## src/rtl/nw_display_pkg.sv

```systemverilog
// nw_display_pkg
// Shared definitions for the Needleman-Wunsch progress display path.
//   - 7-bit segment codes (active-low cathodes, bit order gfedcba).
//   - Controller state encoding used by progress_percent_encoder.
//   - Percentage scaling constants.
// The display multiplexer imports this package as well. The reserved code
// pairs (DASH/DASH for idle, M/A for complete) are therefore defined only here.
package nw_display_pkg;

  localparam logic [6:0] SEG_OFF   = 7'b1111111;
  localparam logic [6:0] SEG_ZERO  = 7'b1000000;
  localparam logic [6:0] SEG_ONE   = 7'b1111001;
  localparam logic [6:0] SEG_TWO   = 7'b0100100;
  localparam logic [6:0] SEG_THREE = 7'b0110000;
  localparam logic [6:0] SEG_FOUR  = 7'b0011001;
  localparam logic [6:0] SEG_FIVE  = 7'b0010010;
  localparam logic [6:0] SEG_SIX   = 7'b0000010;
  localparam logic [6:0] SEG_SEVEN = 7'b1111000;
  localparam logic [6:0] SEG_EIGHT = 7'b0000000;
  localparam logic [6:0] SEG_NINE  = 7'b0010000;
  localparam logic [6:0] SEG_M     = 7'b1101010;
  localparam logic [6:0] SEG_A     = 7'b0001000;
  localparam logic [6:0] SEG_X     = 7'b0001001;
  localparam logic [6:0] SEG_PERC1 = 7'b0011100;
  localparam logic [6:0] SEG_PERC2 = 7'b0100011;
  localparam logic [6:0] SEG_DASH  = 7'b0111111;

  localparam int PCT_SCALE = 100;
  localparam int PCT_SHOW_MAX = 99;

  typedef enum logic [2:0] {
    ST_IDLE = 3'd0,
    ST_WAIT = 3'd1,
    ST_DIV  = 3'd2,
    ST_BCD  = 3'd3,
    ST_FULL = 3'd4
  } state_t;

endpackage

```

## src/rtl/progress_percent_encoder_if.sv

```systemverilog
// progress_percent_encoder_if
// Bundles the handshake between the scoring core / display side and the
// progress encoder.
//   start      : one-cycle pulse, a new alignment run begins
//   cell_done  : one-cycle pulse per computed matrix cell
//   done       : run finished (level or pulse)
//   digit1     : tens segment pattern (active-low, gfedcba)
//   digit2     : ones segment pattern
//   busy       : division in flight
// master drives the core-side inputs; slave is the encoder.
interface progress_percent_encoder_if;
  logic       start;
  logic       cell_done;
  logic       done;
  logic [6:0] digit1;
  logic [6:0] digit2;
  logic       busy;

  modport master (
    output start, cell_done, done,
    input  digit1, digit2, busy
  );

  modport slave (
    input  start, cell_done, done,
    output digit1, digit2, busy
  );
endinterface

```

## src/rtl/seg_digit_encoder.sv

```systemverilog
// seg_digit_encoder
// Combinational BCD digit to 7-segment map.
//   bcd : 4-bit digit value; values above 9 display blank (OFF)
//   seg : active-low segment pattern, gfedcba
module seg_digit_encoder
  import nw_display_pkg::*;
(
  input  logic [3:0] bcd,
  output logic [6:0] seg
);

  always_comb begin
    seg = SEG_OFF;
    case (bcd)
      4'd0: seg = SEG_ZERO;
      4'd1: seg = SEG_ONE;
      4'd2: seg = SEG_TWO;
      4'd3: seg = SEG_THREE;
      4'd4: seg = SEG_FOUR;
      4'd5: seg = SEG_FIVE;
      4'd6: seg = SEG_SIX;
      4'd7: seg = SEG_SEVEN;
      4'd8: seg = SEG_EIGHT;
      4'd9: seg = SEG_NINE;
      default: seg = SEG_OFF;
    endcase
  end

endmodule

```

## src/rtl/progress_percent_encoder.sv

```systemverilog
// progress_percent_encoder
// Turns matrix-fill progress (cell_done pulses out of N*N cells) into two
// 7-segment digits showing the integer percentage. The percentage comes from a
// sequential restoring divider, one quotient bit per cycle.
// Ports:
//   clk  : system clock
//   rst  : asynchronous, active-high reset
//   bus  : progress_percent_encoder_if.slave (start, cell_done, done in;
//          digit1, digit2, busy out)
// Parameter N: sequence length; the matrix holds N*N cells.
// Build option: define LEADING_ZERO_BLANK_EN to blank the tens digit when it
// is zero, both on the start pattern and on computed values.
//
// state | meaning
// IDLE  | after reset, shows DASH/DASH and ignores cell_done/done
// WAIT  | run active; watch for a count change, done or full count
// DIV   | restoring division of snapshot*100 by TOTAL, one bit per cycle
// BCD   | clamp quotient, split into tens/ones, register the digits
// FULL  | run complete; shows M/A until start or rst
module progress_percent_encoder
  import nw_display_pkg::*;
#(
  parameter int N = 5
)
(
  input  logic clk,
  input  logic rst,
  progress_percent_encoder_if.slave bus
);

  localparam int TOTAL = N * N;
  localparam int NW    = $clog2(TOTAL * PCT_SCALE + 1);
  localparam int CW    = $clog2(TOTAL + 1);
  localparam int BW    = $clog2(NW + 1);

`ifdef LEADING_ZERO_BLANK_EN
  localparam logic [6:0] START_TENS = SEG_OFF;
`else
  localparam logic [6:0] START_TENS = SEG_ZERO;
`endif

  state_t        state;
  logic [CW-1:0] count;
  logic [CW-1:0] snapshot;
  logic [NW-1:0] num;
  logic [NW:0]   rem;
  logic [6:0]    quo;
  logic [BW-1:0] bits_left;

  logic          counting;
  logic          hit_total;
  logic [NW:0]   rem_shift;
  logic          rem_fits;
  logic [6:0]    pct;
  logic [3:0]    tens;
  logic [3:0]    ones;
  logic [6:0]    seg_tens;
  logic [6:0]    seg_ones;
  logic [6:0]    tens_shown;

  // Pulses count only while a run is active and not yet complete.
  assign counting = bus.cell_done &&
                    ((state == ST_WAIT) || (state == ST_DIV) || (state == ST_BCD));

  // The pulse that makes count reach TOTAL also selects FULL at that same edge,
  // so M/A appears one edge after the final pulse.
  assign hit_total = (count == CW'(TOTAL)) ||
                     (counting && (count == CW'(TOTAL - 1)));

  always_comb begin
    rem_shift = '0;
    rem_fits  = 1'b0;
    rem_shift = (rem << 1) | {{NW{1'b0}}, num[NW-1]};
    rem_fits  = (rem_shift >= (NW+1)'(TOTAL));
  end

  always_comb begin
    pct  = quo;
    tens = '0;
    ones = '0;
    if (quo >= 7'(PCT_SCALE)) pct = 7'(PCT_SHOW_MAX);
    tens = 4'(pct / 7'd10);
    ones = 4'(pct % 7'd10);
  end

  seg_digit_encoder u_tens (
    .bcd (tens),
    .seg (seg_tens)
  );

  seg_digit_encoder u_ones (
    .bcd (ones),
    .seg (seg_ones)
  );

  always_comb begin
    tens_shown = seg_tens;
`ifdef LEADING_ZERO_BLANK_EN
    if (tens == 4'd0) tens_shown = SEG_OFF;
`endif
  end

  always_ff @(posedge clk or posedge rst) begin
    if (rst) begin
      state      <= ST_IDLE;
      count      <= '0;
      snapshot   <= '0;
      num        <= '0;
      rem        <= '0;
      quo        <= '0;
      bits_left  <= '0;
      bus.digit1 <= SEG_DASH;
      bus.digit2 <= SEG_DASH;
      bus.busy   <= 1'b0;
    end else if (bus.start) begin
      state      <= ST_WAIT;
      count      <= '0;
      snapshot   <= '0;
      bus.digit1 <= START_TENS;
      bus.digit2 <= SEG_ZERO;
      bus.busy   <= 1'b0;
    end else begin
      if (counting && (count != CW'(TOTAL))) count <= count + CW'(1);

      case (state)
        ST_IDLE: begin
          bus.busy <= 1'b0;
        end

        ST_WAIT: begin
          if (bus.done || hit_total) begin
            state      <= ST_FULL;
            bus.digit1 <= SEG_M;
            bus.digit2 <= SEG_A;
            bus.busy   <= 1'b0;
          end else if (count != snapshot) begin
            // Pulses seen after this point wait for the next WAIT pass.
            snapshot  <= count;
            num       <= NW'(count) * NW'(PCT_SCALE);
            rem       <= '0;
            quo       <= '0;
            bits_left <= BW'(NW);
            state     <= ST_DIV;
            bus.busy  <= 1'b1;
          end
        end

        ST_DIV: begin
          if (bus.done || hit_total) begin
            state      <= ST_FULL;
            bus.digit1 <= SEG_M;
            bus.digit2 <= SEG_A;
            bus.busy   <= 1'b0;
          end else begin
            num       <= num << 1;
            rem       <= rem_fits ? (rem_shift - (NW+1)'(TOTAL)) : rem_shift;
            // Only the low 7 quotient bits survive; the result is at most 100.
            quo       <= {quo[5:0], rem_fits};
            bits_left <= bits_left - BW'(1);
            if (bits_left == BW'(1)) state <= ST_BCD;
          end
        end

        ST_BCD: begin
          if (bus.done || hit_total) begin
            state      <= ST_FULL;
            bus.digit1 <= SEG_M;
            bus.digit2 <= SEG_A;
            bus.busy   <= 1'b0;
          end else begin
            bus.digit1 <= tens_shown;
            bus.digit2 <= seg_ones;
            bus.busy   <= 1'b0;
            state      <= ST_WAIT;
          end
        end

        ST_FULL: begin
          bus.digit1 <= SEG_M;
          bus.digit2 <= SEG_A;
          bus.busy   <= 1'b0;
        end

        default: begin
          state      <= ST_IDLE;
          bus.digit1 <= SEG_DASH;
          bus.digit2 <= SEG_DASH;
          bus.busy   <= 1'b0;
        end
      endcase
    end
  end

endmodule

```

## src/flat_wrapper.sv

```systemverilog
// flat-port wrapper written by rule: the top's interface ports become plain ports
module progress_percent_encoder_flat import nw_display_pkg::*;
#(
  parameter int N = 5
)
  (clk, rst, bus_start, bus_cell_done, bus_done, bus_digit1, bus_digit2, bus_busy);
  progress_percent_encoder_if bus_i ();
  input  logic clk;
  input  logic rst;
  input wire logic [$bits(bus_i.start)-1:0] bus_start;
  input wire logic [$bits(bus_i.cell_done)-1:0] bus_cell_done;
  input wire logic [$bits(bus_i.done)-1:0] bus_done;
  output wire logic [$bits(bus_i.digit1)-1:0] bus_digit1;
  output wire logic [$bits(bus_i.digit2)-1:0] bus_digit2;
  output wire logic [$bits(bus_i.busy)-1:0] bus_busy;
  assign bus_i.start = bus_start;
  assign bus_i.cell_done = bus_cell_done;
  assign bus_i.done = bus_done;
  assign bus_digit1 = bus_i.digit1;
  assign bus_digit2 = bus_i.digit2;
  assign bus_busy = bus_i.busy;
  progress_percent_encoder #(.N(N)) u_core (.clk(clk), .rst(rst), .bus(bus_i));
endmodule
```

## config.mk

```make
export PLATFORM = sky130hd
export DESIGN_NAME = progress_percent_encoder_flat
export DESIGN_NICKNAME = d
export VERILOG_FILES = /design/src/rtl/nw_display_pkg.sv /design/src/rtl/progress_percent_encoder_if.sv /design/src/rtl/seg_digit_encoder.sv /design/src/rtl/progress_percent_encoder.sv /design/src/flat_wrapper.sv
export SDC_FILE = /design/constraint.sdc
export NUM_CORES = 1
export LEC_CHECK = 0
export BUFFER_PORTS_ARGS = -buffer_cell sky130_fd_sc_hd__buf_2
export CAP_MARGIN = 0
export CELL_PAD_IN_SITES_DETAIL_PLACEMENT = 1
export CELL_PAD_IN_SITES_GLOBAL_PLACEMENT = 1
export CORE_ASPECT_RATIO = 1.25
export CORE_MARGIN = 3
export CORE_UTILIZATION = 35
export DETAILED_ROUTE_END_ITERATION = 6
export HOLD_SLACK_MARGIN = 0.02
export PLACE_DENSITY_LB_ADDON = 0.15
export SLEW_MARGIN = 15
export SYNTH_ARGS = -nofsm -noshare
export SYNTH_HDL_FRONTEND = slang
export SYNTH_SLANG_ARGS = --single-unit
```

## constraint.sdc

```tcl
create_clock -name clk -period 5.54 [get_ports clk]
set_input_delay 1.108 -clock clk [delete_from_list [all_inputs] [get_ports clk]]
set_output_delay 1.108 -clock clk [all_outputs]
set_load 0.005 [all_outputs]
```

==> run_results.csv <==
group,metric,value,unit
run_status,outcome,"complete, no violations",
timing,min_period,5100,ps
timing,finalSetupTns,0,ps
placement,place.detailed.hpwl,8.881,mm
cells_and_area,final_cell_mix,"52 x nor2_1, 49 x dfrtp_1, 44 x nand2_1",
power,share_clk_of_total_power,19.7,%
timing,skew,9.188,ps
power,peakVddDrop,0.0001994,V
global_route,grt_first_pass_wirelength,20.94,mm
synth,ys_seq_area_share,34.08,%
synth,ys_async_sr_fraction,100.0,%
setup_path,crit_start,"u_core.quo[5]",
cts,cts_root_buf,"clkbuf_16",
cells_and_area,n_fill_cell,1483,
timing,relSlewSlack,51.59,%
die,core_area,0.01239,sq mm
route,dr_total_vias,3837,
synth,netlist_area,0.004523,sq mm
power,power.leakage,0.002207,uW
cells_and_area,fin_nets,563,
setup_path,reg2reg_from,"u_core.quo[5]",
cts,htreeDepth,3,
setup_path,startpoint_type,"flop",
synth,ys_types,88,
power,p_int,1474,uW
timing,rsz0062_at_grt,"false",
global_route,grt_pass1_vias,4082,
placement,gp_congestion,0.9307,
cts,path_clk_slew,50,ps
setup_path,critPathCaptureType,"flop",
synth,synth_warnings,0,
cells_and_area,register_area,0.001541,sq mm
synth,synth-seq-cells,61,
cells_and_area,drive_gt1_share,15.50,%
cts,clock_latency,330,ps
cts,cts_setup_buffers,0,
cells_and_area,final_common_cell,"nor2_1",
power,p_switching,1195,uW
synth,synth_edf_count,0,
synth,synthCells,516,
cts,cts_hold_buf,0,
die,std_cell_rows,45,
global_route,grtUsageTotal,17.91,%
cts,cts_tree,"yes",
die,die_area,0.01433,sq mm
route,firstDrtPassIters,4,
route,drc,0,
route,drt-total-wl,12.20,mm
timing,worst_pin_slew,718.6,ps
die,die_h,133.1,um
setup_path,worstPathMaxFanout,20,
cts,clock_sinks,61,
cells_and_area,n_antenna_cell,0,
timing,final_hold_viol_count,0,
setup_path,critical_path_class,"reg2reg",
route,routed_via_density,5.537,
cts,ctsResizeCount,0,
global_route,antenna_found_initial,0,
power,power.density,531.4,mW/mm^2
synth,yosys_most_used_dff,"dfrtp_1",
global_route,grt_max_degree,40,
cts,numCtsBuffers,9,
route,initialDrtViolationCount,138,
job,drv_cap,0,
synth,synth_fp_nets,555,
placement,io_buffer_count,19,
setup_path,worstPathArrival,5340,ps
route,routedWlPerCell,17.60,um
timing,setup_viol,0,
min_path,holdCritStartpoint,"u_core.rem[11]",
timing,period_share,92.06,%
setup_path,cp.required,5780,ps
min_path,hp-class,"reg2reg",
die,die_width,107.7,um
timing,drv_slew,0,
power,power_frac_comb,56.7,%
cells_and_area,area_growth,11.04,%
synth,avgSynthCellArea,8.766,sq um
cts,cts.path.max_buffers,2,
route,ant_nets,0,
timing,max_freq,196.1,MHz
power,pwr-share-seq,23.7,%
cells_and_area,multiInputGateArea,0.002763,sq mm
die,ioPinCount,20,
placement,dpl.cell_count,677,
cells_and_area,instances_no_fill,693,
die,start_util,36.52,%
global_route,grt_overflow,0,
power,switching_share,44.76,%
cells in the mapped netlist (all sizes together), types with 6 or more instances:
master	number	area share, %
nand2b	12	1.7
and3	6	0.94
dfrtp	49	27
o21ai	44	4.9
a31oi	10	1.5
nand2	45	3.8
xnor2	16	3.3
xor2	14	2.7
buf	12	1.7
inv	24	2.0
nor3	20	2.6
ha	33	9.1
a221o	9	2.0
clkbuf	16	1.3
dfstp	12	7.0
nor2	54	4.7
a21oi	23	2.6
a21o	6	1.2
nand3	15	1.7
a211oi	7	1.3
power groups by stage:
stage | Combinational [uW] | Clock [uW] | Sequential, uW
6_report | 1510 | 525 | 631
5_1_grt | 1680 | 560 | 650
4_1_cts | 1510 | 540 | 632
3_5_place_dp | 1500 | 0 | 637
3_3_place_gp | 1470 | 0 | 635
2_1_floorplan | 1180 | 0 | 616
kinds of logic after synthesis:
kind of cell	synth area share, %
buf+inv	5.062
fa+ha+maj	9.820
mux	0.7745
xor+xnor	5.975
simple gates	20.72
flops	34.08
compound gates	23.57
state kept, by name, summed over array words and instances, names as in the netlist, 3 cells and up:
signal	cells
u_core.rem	12
u_core.num	10
u_core.bus.digit1	7
u_core.bus.digit2	7
u_core.quo	7
u_core.count	5
u_core.snapshot	5
u_core.bits_left	4
u_core.state	3
worst paths after layout:
kind | end | slack [ps] | cells after the start
min reg2reg | u_core.rem[11] | 470 | 2
max in group asynchronous | u_core.bus.digit1[3] | 3770 | 3
min | u_core.rem[11] | 470 | 2
max | u_core.bus.digit1[0] | 440 | 21
min in group asynchronous | u_core.bus.digit1[6] | 820 | 2
max reg2reg | u_core.bus.digit1[0] | 440 | 21
cell type report:
type / count / area share [%]
repair buffers: 25 / 2.790
clock buffers: 12 / 5.107
well taps: 164 / 4.086
clock inverters: 4 / 0.4484
flip-flops and latches: 61 / 30.69
inverters: 25 / 1.868
multi-input cells: 402 / 55.01
metal layers:
layer,vias up,share of wire (%),track usage (%)
li1,1880,-,-
met1,1901,45,22.27
met2,45,52,31.67
met3,11,1.9,3.054
met4,0,1.4,4.982
met5,-,0,0
through the flow:
step | setup slack, ps | hold slack, ps | instance area [sq um] | total power [uW] | utilization (%)
global route | 28.01 | 504.5 | 5022 | 2889 | 40.55
floorplan | 780.1 | 442.1 | 4523 | 1797 | -
CTS | 301.4 | 482.1 | 5012 | 2684 | 40.46
global placement | 576.4 | 459.3 | 4733 | 2105 | 38.21
finish | 439.9 | 474.1 | 5022 | 2669 | 40.55
detailed placement | 350.1 | 468.2 | 4733 | 2138 | 38.21
critical path, stage by stage, from the launching register on:
cell and delay [ps]:
dfrtp_1 370, buf_4 200, inv_2 100, ha_1 390, o21a_1 330, o21ai_1 130, ha_2 260, a31oi_2 320
a211o_1 250, nand4_1 110, and3_1 270, ha_1 310, o21ai_0 120, nand4_1 230, a311oi_4 440, nor2_2 160
inv_1 120, ha_1 180, nor2_1 50, o21ai_0 280, a31oi_1 150, o31ai_1 240
Note: power is estimated with default switching activity, not from simulation.
